File: src/rtl/pipe_elastic_buffer.sv
// pipe_elastic_buffer
//   N-entry elastic buffer between valid/ready pipeline stages. It absorbs up
//   to DEPTH beats of back-pressure, reports its occupancy and an almost-full
//   flag, and supports a synchronous flush. o_ready and o_valid come from
//   registered state only, so neither has a combinational path from the
//   handshake inputs.
//
// Parameters
//   DWIDTH        data width in bits
//   DEPTH         number of entries (>= 2, any value, not only powers of two)
//   AFULL_THRESH  o_almost_full asserts when occupancy >= this (1..DEPTH)
//
// Ports
//   clk            clock, all logic on the rising edge
//   rst            synchronous active-high reset; drops all entries
//   i_flush        synchronous flush; drops all entries, overrides push/pop
//   i_data/i_valid upstream beat
//   o_ready        buffer can accept a beat this cycle
//   o_data/o_valid head-of-buffer beat (o_data is don't-care when !o_valid)
//   i_ready        downstream ready
//   o_count        current occupancy
//   o_almost_full  o_count >= AFULL_THRESH
module pipe_elastic_buffer #(
    parameter int DWIDTH       = 8,
    parameter int DEPTH        = 4,
    parameter int AFULL_THRESH = DEPTH - 1
) (
    input  logic                       clk,
    input  logic                       rst,
    input  logic                       i_flush,
    input  logic [DWIDTH-1:0]          i_data,
    input  logic                       i_valid,
    output logic                       o_ready,
    output logic [DWIDTH-1:0]          o_data,
    output logic                       o_valid,
    input  logic                       i_ready,
    output logic [$clog2(DEPTH+1)-1:0] o_count,
    output logic                       o_almost_full
);

    localparam int PW = (DEPTH > 2) ? $clog2(DEPTH) : 1;
    localparam int CW = $clog2(DEPTH + 1);

    localparam logic [PW-1:0] LAST_PTR = PW'(DEPTH - 1);
    localparam logic [CW-1:0] FULL_CNT = CW'(DEPTH);
    localparam logic [CW-1:0] AF_CNT   = CW'(AFULL_THRESH);

    typedef enum logic [1:0] {
        EMPTY,
        PART,
        FULL
    } state_t;

    logic [DWIDTH-1:0] mem [DEPTH];
    logic [PW-1:0]     wr_ptr;
    logic [PW-1:0]     rd_ptr;
    logic [CW-1:0]     count;
    state_t            state;

    logic push;
    logic pop;

    // Explicit wrap so non-power-of-two depths index only valid entries.
    function automatic logic [PW-1:0] ptr_inc(input logic [PW-1:0] p);
        return (p == LAST_PTR) ? '0 : p + 1'b1;
    endfunction

    assign push = i_valid & o_ready;
    assign pop  = o_valid & i_i_ready_alias();

    // Wrapper kept trivial; see pop above.
    function automatic logic i_i_ready_alias();
        return i_ready;
    endfunction

    // The enum state is kept in lock-step with count so the handshake flags
    // decode from a 2-bit register instead of a full-width count compare.
    assign o_ready       = (state != FULL);
    assign o_valid       = (state != EMPTY);
    assign o_data        = mem[rd_ptr];
    assign o_count       = count;
    assign o_almost_full = (count >= AF_CNT);

    always_ff @(posedge clk) begin
        if (rst || i_flush) begin
            count  <= '0;
            wr_ptr <= '0;
            rd_ptr <= '0;
            state  <= EMPTY;
        end else begin
            if (push) wr_ptr <= ptr_inc(wr_ptr);
            if (pop)  rd_ptr <= ptr_inc(rd_ptr);
            case ({push, pop})
                2'b10: begin
                    count <= count + 1'b1;
                    state <= (count == FULL_CNT - 1'b1) ? FULL : PART;
                end
                2'b01: begin
                    count <= count - 1'b1;
                    state <= (count == {{(CW-1){1'b0}}, 1'b1}) ? EMPTY : PART;
                end
                default: begin
                    // idle or simultaneous push/pop: occupancy unchanged
                end
            endcase
        end
    end

    // Data storage is not reset; a write racing a flush/reset is harmless
    // because wr_ptr returns to 0 and the entry is never read as valid.
    always_ff @(posedge clk) begin
        if (push) mem[wr_ptr] <= i_data;
    end

endmodule
File: config.mk
export PLATFORM = sky130hd
export DESIGN_NAME = pipe_elastic_buffer
export DESIGN_NICKNAME = d
export VERILOG_FILES = /design/src/rtl/pipe_elastic_buffer.sv
export SDC_FILE = /design/constraint.sdc
export NUM_CORES = 1
export LEC_CHECK = 0
export BUFFER_PORTS_ARGS = -buffer_cell sky130_fd_sc_hd__buf_2
export CAP_MARGIN = 10
export CORE_ASPECT_RATIO = 1.1
export CORE_MARGIN = 2
export CORE_UTILIZATION = 35
export CTS_CLUSTER_DIAMETER = 40
export CTS_CLUSTER_SIZE = 14
export DETAILED_ROUTE_END_ITERATION = 12
export PLACE_DENSITY = 0.64
export SYNTH_ARGS = -nofsm -noshare
export SYNTH_HDL_FRONTEND = slang
export SYNTH_SLANG_ARGS = --single-unit
File: constraint.sdc
create_clock -name clk -period 2.1 [get_ports clk]
set_input_delay 0.525 -clock clk [delete_from_list [all_inputs] [get_ports clk]]
set_output_delay 0.525 -clock clk [all_outputs]
set_load 0.005 [all_outputs]
[Word level (Yosys, flattened, before mapping)]
Memories as Yosys holds them, arrays and structs flattened. A register that Yosys moved wholly into a read port is not among the register bits.
Cells that the tools add are included.
Widths: inputs -> output; s select.
Storage, ports and cells
  bits in registers: 9
  output and inout port bits: 14
  memory bits (writable): 32
  memories kept: 1
Operators by class
  mux-type cells: 10
  bitwise gates (word level): 2
  equality and inequality tests: 7
  add/subtract/negate cells: 4
  magnitude comparators: 1
  reduce and logical (&&, ||, !) cells: 3
Memory list
  mem: words 4, bits a word 8, rd ports 1, clocked after Yosys merged registers in 1, wr ports 1, line 54  | logic [DWIDTH-1:0] mem [DEPTH];
Operators with widths (count)
  $mux 2: 5
  $eq 2x2->1 const B: 3
  $pmux 3 s2: 1
  $add 2x1->2 const B: 2
  $pmux 2 s2: 1
  $reduce_bool 2->1: 2
  $add 3x1->3 const B: 1
  $eq 3x1->1 const B: 1
  $eq 3x2->1 const B: 1
  $ge 3x2->1 const B: 1
  $mux 1: 3
  $sub 3x1->3 const B: 1
  $and 1x1->1: 2
  $eq 2x1->1 const B: 1
  $ne 2x2->1 const B: 1
  $logic_or 1x1->1: 1

[Longest topological paths before layout]
Gate-level depths: netlist (run 1).
  depth in word-level cells: 4
  mapped depth: 8
  mapped depth without buffers: 7

[Worst setup path before layout (run 1)]
No wires, ideal clock.
  path type: input -> register
  start: in i_ready
  end: reg count[2] (netlist: o_count[2])
  data arrival time: 1.618 ns
  setup time: 0.130 ns
  setup slack: 0.351 ns
  cell stages on the path: 7
  path through: o21ai_0 > inv_1 > ha_1 > clkbuf_1 > nor2_1 > a31oi_1 > a21oi_1
On the way
  word-level cells in the longest chain between the ends: 3
  elaborated cells between the ends (all ways): 5
Ends and longest elaborated chain
  from (decl): line 36  | input logic i_ready,
  $and 1x1->1 *: line 69  | assign pop = o_valid & i_i_ready_alias();
  $eq 2x1->1 / $eq 2x2->1 (equally long branches): line 93  | case ({push, pop})
  $pmux 3 s2 / $reduce_bool 2->1 (equally long branches)
  to (signal assigned): line 95  | count <= count + 1'b1;
  to (signal assigned): line 99  | count <= count - 1'b1;
  to (decl): line 57  | logic [CW-1:0] count;
Every way passes the cells marked *; elsewhere a longest branch is shown, timed or not.
A chain may end at the register's enable or synchronous reset.

==> impl_summary.txt, run 1 <==
----------------------------------------------------
[Power and ir drop]
  Power Dens Cells ... approximately 850 nW/µm²
  VDD IR-drop max ... 0.3852 mV
  Total leakage power ... 0.8086 nW

[Die]
  Die Wd ... 72.15 µm
  Area of the placeable core ... 4966 µm²
  Number of placement rows ... 27
  Total Die Area ... between 5000 and 6000 µm²
  Count of pins on the block boundary ... 27
  Starting Density ... 36.00%
  Die Height ... 78.96 µm

[Clock network]
  # hold bufs at CTS ... 0
  Deepest clock path buffer count ... 2
  Later-pin clock latency in the skew report ... 0.30 ns
  CTS sink count ... 43
  Clock buffer count from CTS ... 5
  H-tree levels ... 2
  Number of buffers inserted by post-CTS setup repair ... 0
  Cts repair resizes ... 0
  Clock slew at the register clock pins of the worst setup and hold paths ... 0.08 ns
  TritonCTS clock tree ... built
  Root cell of the clock tree ... clkbuf_8

[Route]
  Residual antenna-violating net count after detailed routing ... 0
  Via count of the routed design ... 1,021
  Per-cell routed wire length ... 14.89 µm
  Total iterations of the first detailed-routing run ... 4
  Post-route DRC violation count ... 0
  DRC marker count from the first detailed-route iteration ... 60
  Wire length reported by the detailed router ... 3.068 mm
  Via-per-instance ratio ... 4.956

[Setup path]
  Crit path cell chain ... buf_4 -> mux4_2 -> buf_2
  Number of buffers and inverters on the critical path ... 2
  Dominant delay contributor by cell family on the critical path ... multiplexers
  Req. time, crit path ... around 1.6 ns
  Critical path startpoint category ... flop
  Worst Setup Path Type ... reg -> out
  Highest cell delay on the worst timing path ... around 0.52 ns
  Critical path data arrival time ... 1.47 ns
  Maximum fanout count along the critical path ... 8
  Critical Path Slowest Stage Cell ... mux4_2
  CP endpoint kind ... output port

[STA]
  Relative slew slack ... 69.72%
  Post-route clock skew ... 0.008451 ns
  Achievable frequency ... approximately 500 MHz
  Total of endpoints with negative setup slack in the final report ... 0
  Final Critical Period ... 1.998 ns
  Setup TNS ... 0 ns
  Final period util ... 95.13%
  Final hold vios ... 0
  Transition time of the tightest slew-check pin ... between 0.4 and 0.5 ns
  Max-slew violation total from the final report ... 0
  Unrepaired setup endpoints after global routing ... no

[Cells and area]
  Commonest non-fill, non-tap cell in the layout ... edfxtp_1
  Layout Cell Area excl Fill ... about 2100 µm²
  NumNets Final ... 171
  Antenna diodes ... 0
  Most frequent cells in the layout ... edfxtp_1 (32), buf_2 (26), ha_1 (11), dfxtp_1 (11)
  Synth-to-layout area growth ... 18.26%
  Ratio of cells with drive above 1 in the final layout ... between 30% and 40%

[Global routing]
  Met1 Track Usage GR ... about 12%
  Met2 usage in global routing ... 21.01%
  Most crowded layer after global routing ... met2
  Number of global-route vias before repair ... 1,054
  Maximum number of pins on one net before global-route repair ... 14
  Global-route wire length before repair ... 4.919 mm
  Initial antenna violation count ... 0
  Overflow left after global routing ... 0
  Gr usage total ... 11.85%
  GR Layer Usage met3 ... 4.061%

[Synthesis]
  Cells taking the most area after synthesis ... edfxtp_1 (54%), dfxtp_1 (12%), mux4_2 (10%)
  Yosys warns ... 0
  Sequential area share after synthesis ... between 60% and 70%
  Post-synthesis sequential element count ... between 40 and 50
  Gate count after technology mapping ... 117
  Primary FF master, synth ... edfxtp_1
  Synthesized area divided by synthesized cell count ... 15.28 µm²
  Count of cell types in the netlist ... 27
  Number of flops mapped to enable cells by yosys ... 32
  Share of synthesized flip-flops with an asynchronous set or reset ... 0%
  Syn_nets ... 141
  Cell taking the most area after synthesis ... edfxtp_1
  Share of the synthesized area in the top cell type ... 53.74%
  Post-synthesis cell area ... ~1800 µm²

[Job]
  Number of max-cap violations ... 0

[Min path]
  Class of the tightest hold or removal check ... in -> reg

[Placed design]
  Placed standard-cell area ... 1982 µm²
  Total of buffers placed on input and output ports ... 26
  HPWL after detailed placement ... 2.177 mm
  Placer's final routability congestion estimate ... 0.7753

[Outcome]
  Status ... completed

----------------------------------------------------
-- cells by family after synthesis --
logic type | count (synthesis) | share of synthesized area (%)
xor+xnor | 1 | 0.4899
flops | 43 | 66.06
simple gates | 24 | 7.347
fa+ha+maj | 11 | 7.698
compound gates | 16 | 4.969
buf+inv | 13 | 2.799
mux | 9 | 10.64
-- area by class of cell --
class                   count  area, µm²
clock buffers               6      72.57
fillers                   457       2851
well taps                  58      72.57
clock inverters             2      60.06
multi-input cells          61      556.8
inverters                   9      33.78
repair buffers             27      137.6
flip-flops and latches     43       1181
-- power by group --
| group | switching, mW | internal (mW) | leakage, nW |
|---|---|---|---|
| registers | 0.00847 | 0.932 | 0.383 |
| logic | 0.0511 | 0.0459 | 0.360 |
| clock network | 0.281 | 0.475 | 0.0654 |
-- cell usage after synthesis, types with 4 or more instances --
| master | n |
|---|---|
| dfxtp_1 | 11 |
| mux4_2 | 8 |
| a21oi_1 | 7 |
| nor2_1 | 6 |
| and3_2 | 4 |
| inv_1 | 8 |
| o21ai_0 | 6 |
| nand2_1 | 4 |
| edfxtp_1 | 32 |
| ha_1 | 11 |
-- per-stage QoR --
stage          power, mW  cells  utilization (%)  hold WS [ns]  worst slack, ns
2_1_floorplan      1.013    117                -        0.4503           0.3515
3_3_place_gp       1.050    198            39.91        0.4686           0.3108
3_5_place_dp       1.059    198            39.91        0.4946           0.2278
4_1_cts            1.813    206            42.58        0.4325          0.07787
5_1_grt            1.856    206            42.58        0.4293          0.02618
6_report           1.793    206            42.58        0.4383           0.1023
-- worst reg2reg max path, cell delays in order, from the launching register on --
cell and delay, ns:
dfxtp_1 0.37, and2b_1 0.23, inv_1 0.16, nand2_1 0.12
ha_1 0.44, nor3_1 0.25, a31oi_1 0.06, a21oi_1 0.16
-- sequential cells by signal (all words and copies together) (netlist names), named ones only --
register,flops
mem,32
rd_ptr,2
state,2
wr_ptr,2
o_count,3
-- metal layers --
| layer | vias to the layer above | share of wire [%] |
|---|---|---|
| met5 | - | 0 |
| met4 | 0 | 2.0 |
| met3 | 6 | 5.4 |
| met2 | 26 | 51 |
| met1 | 496 | 41 |
| li1 | 493 | - |
-- final timing paths --
check | slack (ns) | endpoint | cells past startpoint | start
min | 0.44 | mem[2][4]$_DFFE_PP_ | 1 | i_data[4]
min reg2reg | 0.51 | flop | 2 | rd_ptr[0]$_SDFFE_PP0N_
max | 0.10 | o_data[3] | 3 | flop
max reg2reg | 0.24 | o_count[2]$_SDFFE_PP0P_ | 7 | state[0]$_SDFFE_PP0P_
(Power assumes the default switching activity.)
==> run 2: changes to the inputs <==
--- a/config.mk
+++ b/config.mk
@@ -13,7 +13,7 @@
 export CTS_CLUSTER_DIAMETER = 40
 export CTS_CLUSTER_SIZE = 14
 export DETAILED_ROUTE_END_ITERATION = 12
-export PLACE_DENSITY = 0.64
+export PLACE_DENSITY = 0.66
 export SYNTH_ARGS = -nofsm -noshare
 export SYNTH_HDL_FRONTEND = slang
 export SYNTH_SLANG_ARGS = --single-unit
==> constraint.sdc (replaced) <==
create_clock -name clk -period 1.65 [get_ports clk]
set_input_delay 0.4125 -clock clk [delete_from_list [all_inputs] [get_ports clk]]
set_output_delay 0.4125 -clock clk [all_outputs]
set_load 0.005 [all_outputs]
==> run 2 against run 1 <==
Against the previous run: the flow now finishes with violations (setup timing); sequential cell count unchanged; final area increased by 5.1%; non-clock buffer count increased by 7; die area unchanged; global-route usage decreased by 0.14 points; highest routed layer unchanged; clock skew decreased by 0.0020 ns; final cell count increased by 3.4%; clock power increased by 7.0%; worst hold slack got worse by 0.11 ns; worst setup slack got worse by 0.29 ns; power increased by 20%.
==> impl_summary.txt, run 2 (synthesis gave the netlist of run 1 again) <==
----------------------------------------------------
[Clock network]
  Clock slew at the register clock pins of the worst setup and hold paths ... 0.08 ns (about the same)
  Clock buffer count from CTS ... 5 (unchanged)
  Later-pin clock latency in the skew report ... 0.29 ns (about the same)
  TritonCTS clock tree ... built
  Deepest clock path buffer count ... 2 (unchanged)
  Root cell of the clock tree ... clkbuf_8
  H-tree levels ... 2 (unchanged)
  CTS sink count ... 43 (unchanged)

[Cells and area]
  NumNets Final ... 178 (+4.1%)
  Final Util ... 44.77% (+2.2 points)
  Post-route non-filler standard cell count ... 213 (+3.4%)
  Fill cells ... 449 (-1.8%)
  Most frequent cells in the layout ... edfxtp_1 (32), buf_2 (26), inv_1 (8), mux4_2 (8)
  Synth-to-layout area growth ... 24.35%
  Antenna diodes ... 0 (unchanged)
  Ratio of cells with drive above 1 in the final layout ... 43.87% (+11 points)
  Total area of multi-input combinational cells ... 611.8 µm² (+9.9%)
  Register with the most flip-flops ... mem
  Layout Cell Area excl Fill ... 2223 µm² (+5.1%)
  Flip-flop count of the largest register, all copies and words added ... 32 (unchanged)
  Commonest non-fill, non-tap cell in the layout ... edfxtp_1
  Register area ... 1190 µm² (+0.74%)

[Setup path]
  Critical path data arrival time ... 1.42 ns (-0.05 ns)
  R2r worst-path depth ... 5 (-2)
  Critical Path Slowest Stage Cell ... mux4_2
  Capturing point of the worst reg2reg path ... state[0]$_SDFFE_PP0P_
  Critical path startpoint category ... flop
  Highest cell delay on the worst timing path ... 0.50 ns (-0.02 ns)
  Launch point of the worst reg-to-reg path ... state[0]$_SDFFE_PP0P_
  Worst Setup Path Type ... reg -> out
  Maximum fanout count along the critical path ... 8 (unchanged)
  Req. time, crit path ... 1.24 ns (-0.33 ns)
  CP endpoint kind ... output port
  Crit path cell chain ... buf_12 -> mux4_2 -> buf_2
  Register-to-Register Setup Slack ... 0.15 ns (-0.09 ns)

[Route]
  Per-cell routed wire length ... 14.66 µm (-1.6%)
  Via-per-instance ratio ... 4.939 (-0.35%)
  Wire length reported by the detailed router ... 3.123 mm (+1.8%)
  DRC marker count from the first detailed-route iteration ... 30 (-50%)
  Post-route DRC violation count ... 0 (unchanged)
  Via count of the routed design ... 1,052 (+3.0%)
  Total iterations of the first detailed-routing run ... 4 (unchanged)
  Residual antenna-violating net count after detailed routing ... 0 (unchanged)

[Min path]
  Hold-critical path endpoint ... mem[0][5]$_DFFE_PP_
  Hold depth ... 1 (unchanged)
  Min-delay src ... i_data[5]
  Class of the tightest hold or removal check ... in -> reg

[Outcome]
  Violations in the final reports ... setup timing
  Status ... complete, but fails checks

[STA]
  Relative slew slack ... 84.48% (+15 points)
  Achievable frequency ... 544.6 MHz
  Post-route clock skew ... 0.006434 ns (-0.002017 ns)
  Unrepaired setup endpoints after global routing ... yes
  Final period util ... 111.3%
  Total of endpoints with negative setup slack in the final report ... 8 (+8)
  Final Critical Period ... around 1.8 ns
  Final hold vios ... 0 (unchanged)
  Tightest hold margin ... 0.3296 ns (-0.1087 ns)
  Max-slew violation total from the final report ... 0 (unchanged)
  Transition time of the tightest slew-check pin ... 0.2304 ns (-0.2190 ns)
  Slack of the critical path ... -0.1862 ns (-0.2885 ns)

[Die]
  Count of pins on the block boundary ... 27 (unchanged)
  Starting Density ... 36.00% (unchanged)
  Number of placement rows ... 27 (unchanged)
  Total Die Area ... 5697 µm² (unchanged)
  Die Height ... 78.96 µm (unchanged)
  Area of the placeable core ... 4966 µm² (unchanged)
  Die Wd ... 72.15 µm (unchanged)

[Global routing]
  Gr usage total ... 11.71% (-0.14 points)
  Met1 Track Usage GR ... 12.09% (-0.27 points)
  Most crowded layer after global routing ... met2
  Met2 usage in global routing ... 21.65% (+0.64 points)
  Overflow left after global routing ... 0 (unchanged)
  GR Layer Usage met3 ... 4.061% (unchanged)
  Global-route wire length before repair ... 4.947 mm (+0.57%)
  Initial antenna violation count ... 0 (unchanged)
  Maximum number of pins on one net before global-route repair ... 15 (+1)
  Number of global-route vias before repair ... 1,084 (+2.8%)

[Placed design]
  Placed standard-cell area ... 2024 µm² (+2.1%)
  Placed Instances ... 202 (+2.0%)
  Total of buffers placed on input and output ports ... 26 (unchanged)
  Placer's final routability congestion estimate ... 0.6951 (-10%)
  HPWL after detailed placement ... 2.150 mm (-1.2%)

[Power and ir drop]
  VDD IR-drop max ... 0.3432 mV (-11%)
  Power Dens Cells ... 964.2 nW/µm² (+14%)
  Total leakage power ... 0.8388 nW (+3.7%)

[Job]
  Number of max-cap violations ... 0 (unchanged)

----------------------------------------------------
## run 2: changes by cell type in the layout (fill, tap and decap cells not counted), sizes merged
cell    change
buf         +7
clkinv      +2
bufinv      -1
clkbuf      -1
## run 2: worst max path at each step
stage	start	end	slack (ns)	depth (start not counted)
global placement	state[0]$_SDFFE_PP0P_	state[0]$_SDFFE_PP0P_	0.09	6
finish	flop	o_data[2]	-0.19	3
detailed placement	state[0]$_SDFFE_PP0P_	state[0]$_SDFFE_PP0P_	-0.002	6
global route	flop	o_data[6]	-0.26	3
CTS	flop	o_data[2]	-0.21	3
floorplan	state[0]$_SDFFE_PP0P_	o_count[2]$_SDFFE_PP0P_	0.04	8
## run 2: report_power, final
part           total, mW  switching [mW]  leakage (nW)  internal (mW)
sequential          1.20          0.0103         0.386           1.19
clock              0.809           0.359        0.0581          0.451
combinational      0.138          0.0698         0.395         0.0685
total               2.14           0.439         0.839           1.70
## run 2: area by class of cell
cell class | instances | share of cell area [%]
Clock buffer | 5 | 3.095
Multi-Input combinational cell | 61 | 27.52
Timing Repair Buffer | 34 | 9.116
Clock inverter | 3 | 1.970
Inverter | 9 | 1.519
Tap cell | 58 | 3.264
Sequential cell | 43 | 53.52
## run 2: worst max-delay path, delay by kind of cell (launching register included)
family                 cells  cell delay (ns)
multiplexers               1             0.50
flip-flops                 1             0.35
buffers and inverters      2             0.28
## run 2: routing by layer
| layer | wire, µm | vias up | share of wire, % |
|---|---|---|---|
| li1 | - | 508 | - |
| met1 | 1294 | 513 | 41 |
| met2 | 1622 | 25 | 52 |
| met3 | 162 | 6 | 5.2 |
| met4 | 44 | 0 | 1.4 |
| met5 | 0 | - | 0 |
## run 2: per-stage QoR
| stage | TNS [ns] | worst slack [ns] | total power, mW |
|---|---|---|---|
| after floorplan | 0 | 0.03989 | 1.290 |
| after global placement | 0 | 0.08764 | 1.341 |
| after detailed placement | -0.002950 | -0.001931 | 1.350 |
| after CTS | -1.503 | -0.2089 | 2.165 |
| after global routing | -2.010 | -0.2552 | 2.230 |
| final | -1.363 | -0.1862 | 2.144 |
## run 2: timing repair
action                     4_1_cts  5_1_grt
pin swaps                        2        2
hold buffers                     0        0
hold endpoints to repair         0        0
setup buffers                    2        1
gates cloned                     0        0
resized for setup               11        6
setup endpoints to repair       10       15
==> run 3: changes to the inputs <==
--- a/config.mk
+++ b/config.mk
@@ -7,13 +7,15 @@
 export LEC_CHECK = 0
 export BUFFER_PORTS_ARGS = -buffer_cell sky130_fd_sc_hd__buf_2
 export CAP_MARGIN = 10
+export CELL_PAD_IN_SITES_DETAIL_PLACEMENT = 1
+export CELL_PAD_IN_SITES_GLOBAL_PLACEMENT = 1
 export CORE_ASPECT_RATIO = 1.1
 export CORE_MARGIN = 2
 export CORE_UTILIZATION = 35
 export CTS_CLUSTER_DIAMETER = 40
 export CTS_CLUSTER_SIZE = 14
 export DETAILED_ROUTE_END_ITERATION = 12
-export PLACE_DENSITY = 0.66
+export PLACE_DENSITY = 0.75
 export SYNTH_ARGS = -nofsm -noshare
 export SYNTH_HDL_FRONTEND = slang
 export SYNTH_SLANG_ARGS = --single-unit
==> run 3 against run 2 <==
Against the previous run: the run still ends with setup timing left; power shrank 7.0%; sequential share of layout area grew 0.24 points; worst setup slack gained 0.0082 ns; critical endpoint is now o_data[6]; clock skew is essentially flat; clock power shrank 19%; wire length grew 12%; final area shrank 0.45%; largest cell class unchanged; register-to-register slack lost 0.04 ns; non-clock buffer count shrank 1; highest routed layer unchanged; fmax grew 0.45%; global-route usage grew 1.9 points; sequential power is essentially flat.
==> impl_summary.txt, run 3 (synthesis gave the netlist of run 1 again) <==
----------------------------------------------------
[Outcome]
  Status ... complete, but fails checks
  Violations in the final reports ... setup timing

[Power and ir drop]
  Switching Share ... 22.12% (+1.6 points)
  Clock share of power ... 32.7% (-5.1 points)
  Total leakage power ... 0.8278 nW (-1.3%)
  Sum of internal, switching and leakage power ... 1.994 mW (-7.0%)
  Register share of total power ... 60.0% (+4.2 points)
  Psw ... 441.1 µW (+0.48%)
  Power Internal ... 1.553 mW (-8.9%)
  VDD IR-drop max ... 0.3174 mV (-7.5%)
  Portion of total power attributed to combinational logic ... 7.4% (+1.0 points)
  Power Dens Cells ... 900.9 nW/µm² (-6.6%)

[STA]
  Unrepaired setup endpoints after global routing ... yes
  Relative slew slack ... 83.82% (-0.65 points)
  Tightest hold margin ... 0.3303 ns (+0.0007440 ns)
  Slack of the critical path ... -0.1779 ns (+0.008245 ns)
  Final period util ... 110.8% (-0.50 points)
  Final hold vios ... 0 (unchanged)
  Final Critical Period ... 1.828 ns (-0.008245 ns)
  Total of endpoints with negative setup slack in the final report ... 8 (unchanged)
  Transition time of the tightest slew-check pin ... 0.2401 ns (+0.009703 ns)
  Post-route clock skew ... 0.006066 ns (-0.0003676 ns)
  Achievable frequency ... 547.1 MHz (+0.45%)
  Max-slew violation total from the final report ... 0 (unchanged)

[Clock network]
  Deepest clock path buffer count ... 2 (unchanged)
  Later-pin clock latency in the skew report ... 0.29 ns (about the same)
  Clock buffer count from CTS ... 5 (unchanged)
  # hold bufs at CTS ... 0 (unchanged)
  Clock slew at the register clock pins of the worst setup and hold paths ... 0.08 ns (about the same)
  TritonCTS clock tree ... built
  CTS sink count ... 43 (unchanged)
  Root cell of the clock tree ... clkbuf_8
  H-tree levels ... 2 (unchanged)

[Setup path]
  Capturing point of the worst reg2reg path ... state[0]$_SDFFE_PP0P_
  Launch point of the worst reg-to-reg path ... state[0]$_SDFFE_PP0P_
  Worst Setup Path Type ... reg -> out
  Capturing instance or port of the critical path ... o_data[6]
  CP endpoint kind ... output port
  Req. time, crit path ... 1.24 ns (about the same)
  R2r worst-path depth ... 6 (+1)
  Critical path startpoint category ... flop
  Maximum fanout count along the critical path ... 8 (unchanged)
  Critical path data arrival time ... 1.42 ns (about the same)
  Register-to-Register Setup Slack ... 0.11 ns (-0.04 ns)

[Cells and area]
  Flip-flop count of the largest register, all copies and words added ... 32 (unchanged)
  Layout Cell Area excl Fill ... 2213 µm² (-0.45%)
  NumNets Final ... 177 (-0.56%)
  Synth-to-layout area growth ... 23.79%
  Commonest non-fill, non-tap cell in the layout ... edfxtp_1
  Total area of multi-input combinational cells ... 626.9 µm² (+2.5%)
  Post-route non-filler standard cell count ... 212 (-0.47%)
  Register with the most flip-flops ... mem
  Ratio of cells with drive above 1 in the final layout ... 46.10% (+2.2 points)
  Register area ... 1190 µm² (unchanged)
  Fill cells ... 516 (+15%)
  Antenna diodes ... 0 (unchanged)
  Most frequent cells in the layout ... edfxtp_1 (32), buf_2 (25), mux4_2 (8)

[Die]
  Die Height ... 78.96 µm (unchanged)
  Die Wd ... 72.15 µm (unchanged)
  Starting Density ... 36.00% (unchanged)
  Total Die Area ... 5697 µm² (unchanged)
  Number of placement rows ... 27 (unchanged)
  Area of the placeable core ... 4966 µm² (unchanged)
  Count of pins on the block boundary ... 27 (unchanged)

[Global routing]
  Number of global-route vias before repair ... 1,254 (+16%)
  Global-route wire length before repair ... 5.837 mm (+18%)
  Maximum number of pins on one net before global-route repair ... 14 (-1)
  Initial antenna violation count ... 0 (unchanged)
  Gr usage total ... 13.63% (+1.9 points)
  Overflow left after global routing ... 0 (unchanged)

[Route]
  Via count of the routed design ... 1,093 (+3.9%)
  DRC marker count from the first detailed-route iteration ... 43 (+43%)
  Wire length reported by the detailed router ... 3.493 mm (+12%)
  Total iterations of the first detailed-routing run ... 2 (-2)
  Post-route DRC violation count ... 0 (unchanged)
  Per-cell routed wire length ... 16.48 µm (+12%)
  Via-per-instance ratio ... 5.156 (+4.4%)
  Residual antenna-violating net count after detailed routing ... 0 (unchanged)

[Job]
  Number of max-cap violations ... 0 (unchanged)

[Placed design]
  Placer's final routability congestion estimate ... 0.6983 (+0.46%)
  Placed standard-cell area ... 2024 µm² (unchanged)
  HPWL after detailed placement ... 2.493 mm (+16%)
  Total of buffers placed on input and output ports ... 26 (unchanged)
  Placed Instances ... 202 (unchanged)

[Min path]
  Class of the tightest hold or removal check ... in -> reg
  Min-delay src ... i_data[7]

----------------------------------------------------
## run 3: cell count changes in the layout (fill, tap and decap cells not counted), moves of 2 or more
cell,before,now
buf_4,7,5
buf_6,0,2
inv_1,8,6
inv_2,1,3
## run 3: cell type report
class                   count  area share (%)
flip-flops and latches     43           53.76
multi-input cells          61           28.32
repair buffers             33           9.271
clock buffers               6           3.279
well taps                  58           3.279
inverters                   9           1.526
clock inverters             2          0.5653
## run 3: critical path, stage by stage (launching register included)
cell and delay, ns:
dfxtp_2 0.34, buf_12 0.14, mux4_2 0.50, buf_2 0.14
## run 3: per-layer routing
metal	vias up	share of wire [%]	global-route usage, %
met4	0	2.3	4.717
met2	30	57	26.79
met1	551	36	12.85
met3	8	4.8	4.315
li1	504	-	-
met5	-	0	0
## run 3: power by group through the flow
stage,clock network [mW],registers [mW],logic (mW)
after CTS,0.670,1.20,0.140
after floorplan,0,1.22,0.0707
after global placement,0,1.22,0.123
after global routing,0.719,1.20,0.162
after detailed placement,0,1.22,0.135
final,0.652,1.20,0.147
## run 3: repair_timing
action                     CTS  global route
setup buffers                2             0
pin swaps                    2             1
gates resized for setup     13            12
setup endpoints to repair   11            13
## run 3: worst min-delay path by stage
stage               slack [ns]                     to  cells past startpoint
finish                    0.33    mem[2][7]$_DFFE_PP_                      1
floorplan                 0.45  state[0]$_SDFFE_PP0P_                      2
global placement          0.47  state[0]$_SDFFE_PP0P_                      2
CTS                       0.32    mem[2][7]$_DFFE_PP_                      1
global route              0.33    mem[1][1]$_DFFE_PP_                      1
detailed placement        0.49  state[0]$_SDFFE_PP0P_                      2
## run 3: stage by stage
step / TNS, ns / util [%] / setup WS (ns)
2_1_floorplan: 0 / - / 0.03989
3_3_place_gp: 0 / 40.77 / 0.07631
3_5_place_dp: -0.08328 / 40.77 / -0.05377
4_1_cts: -1.459 / 43.59 / -0.1981
5_1_grt: -1.768 / 44.57 / -0.2366
6_report: -1.278 / 44.57 / -0.1779
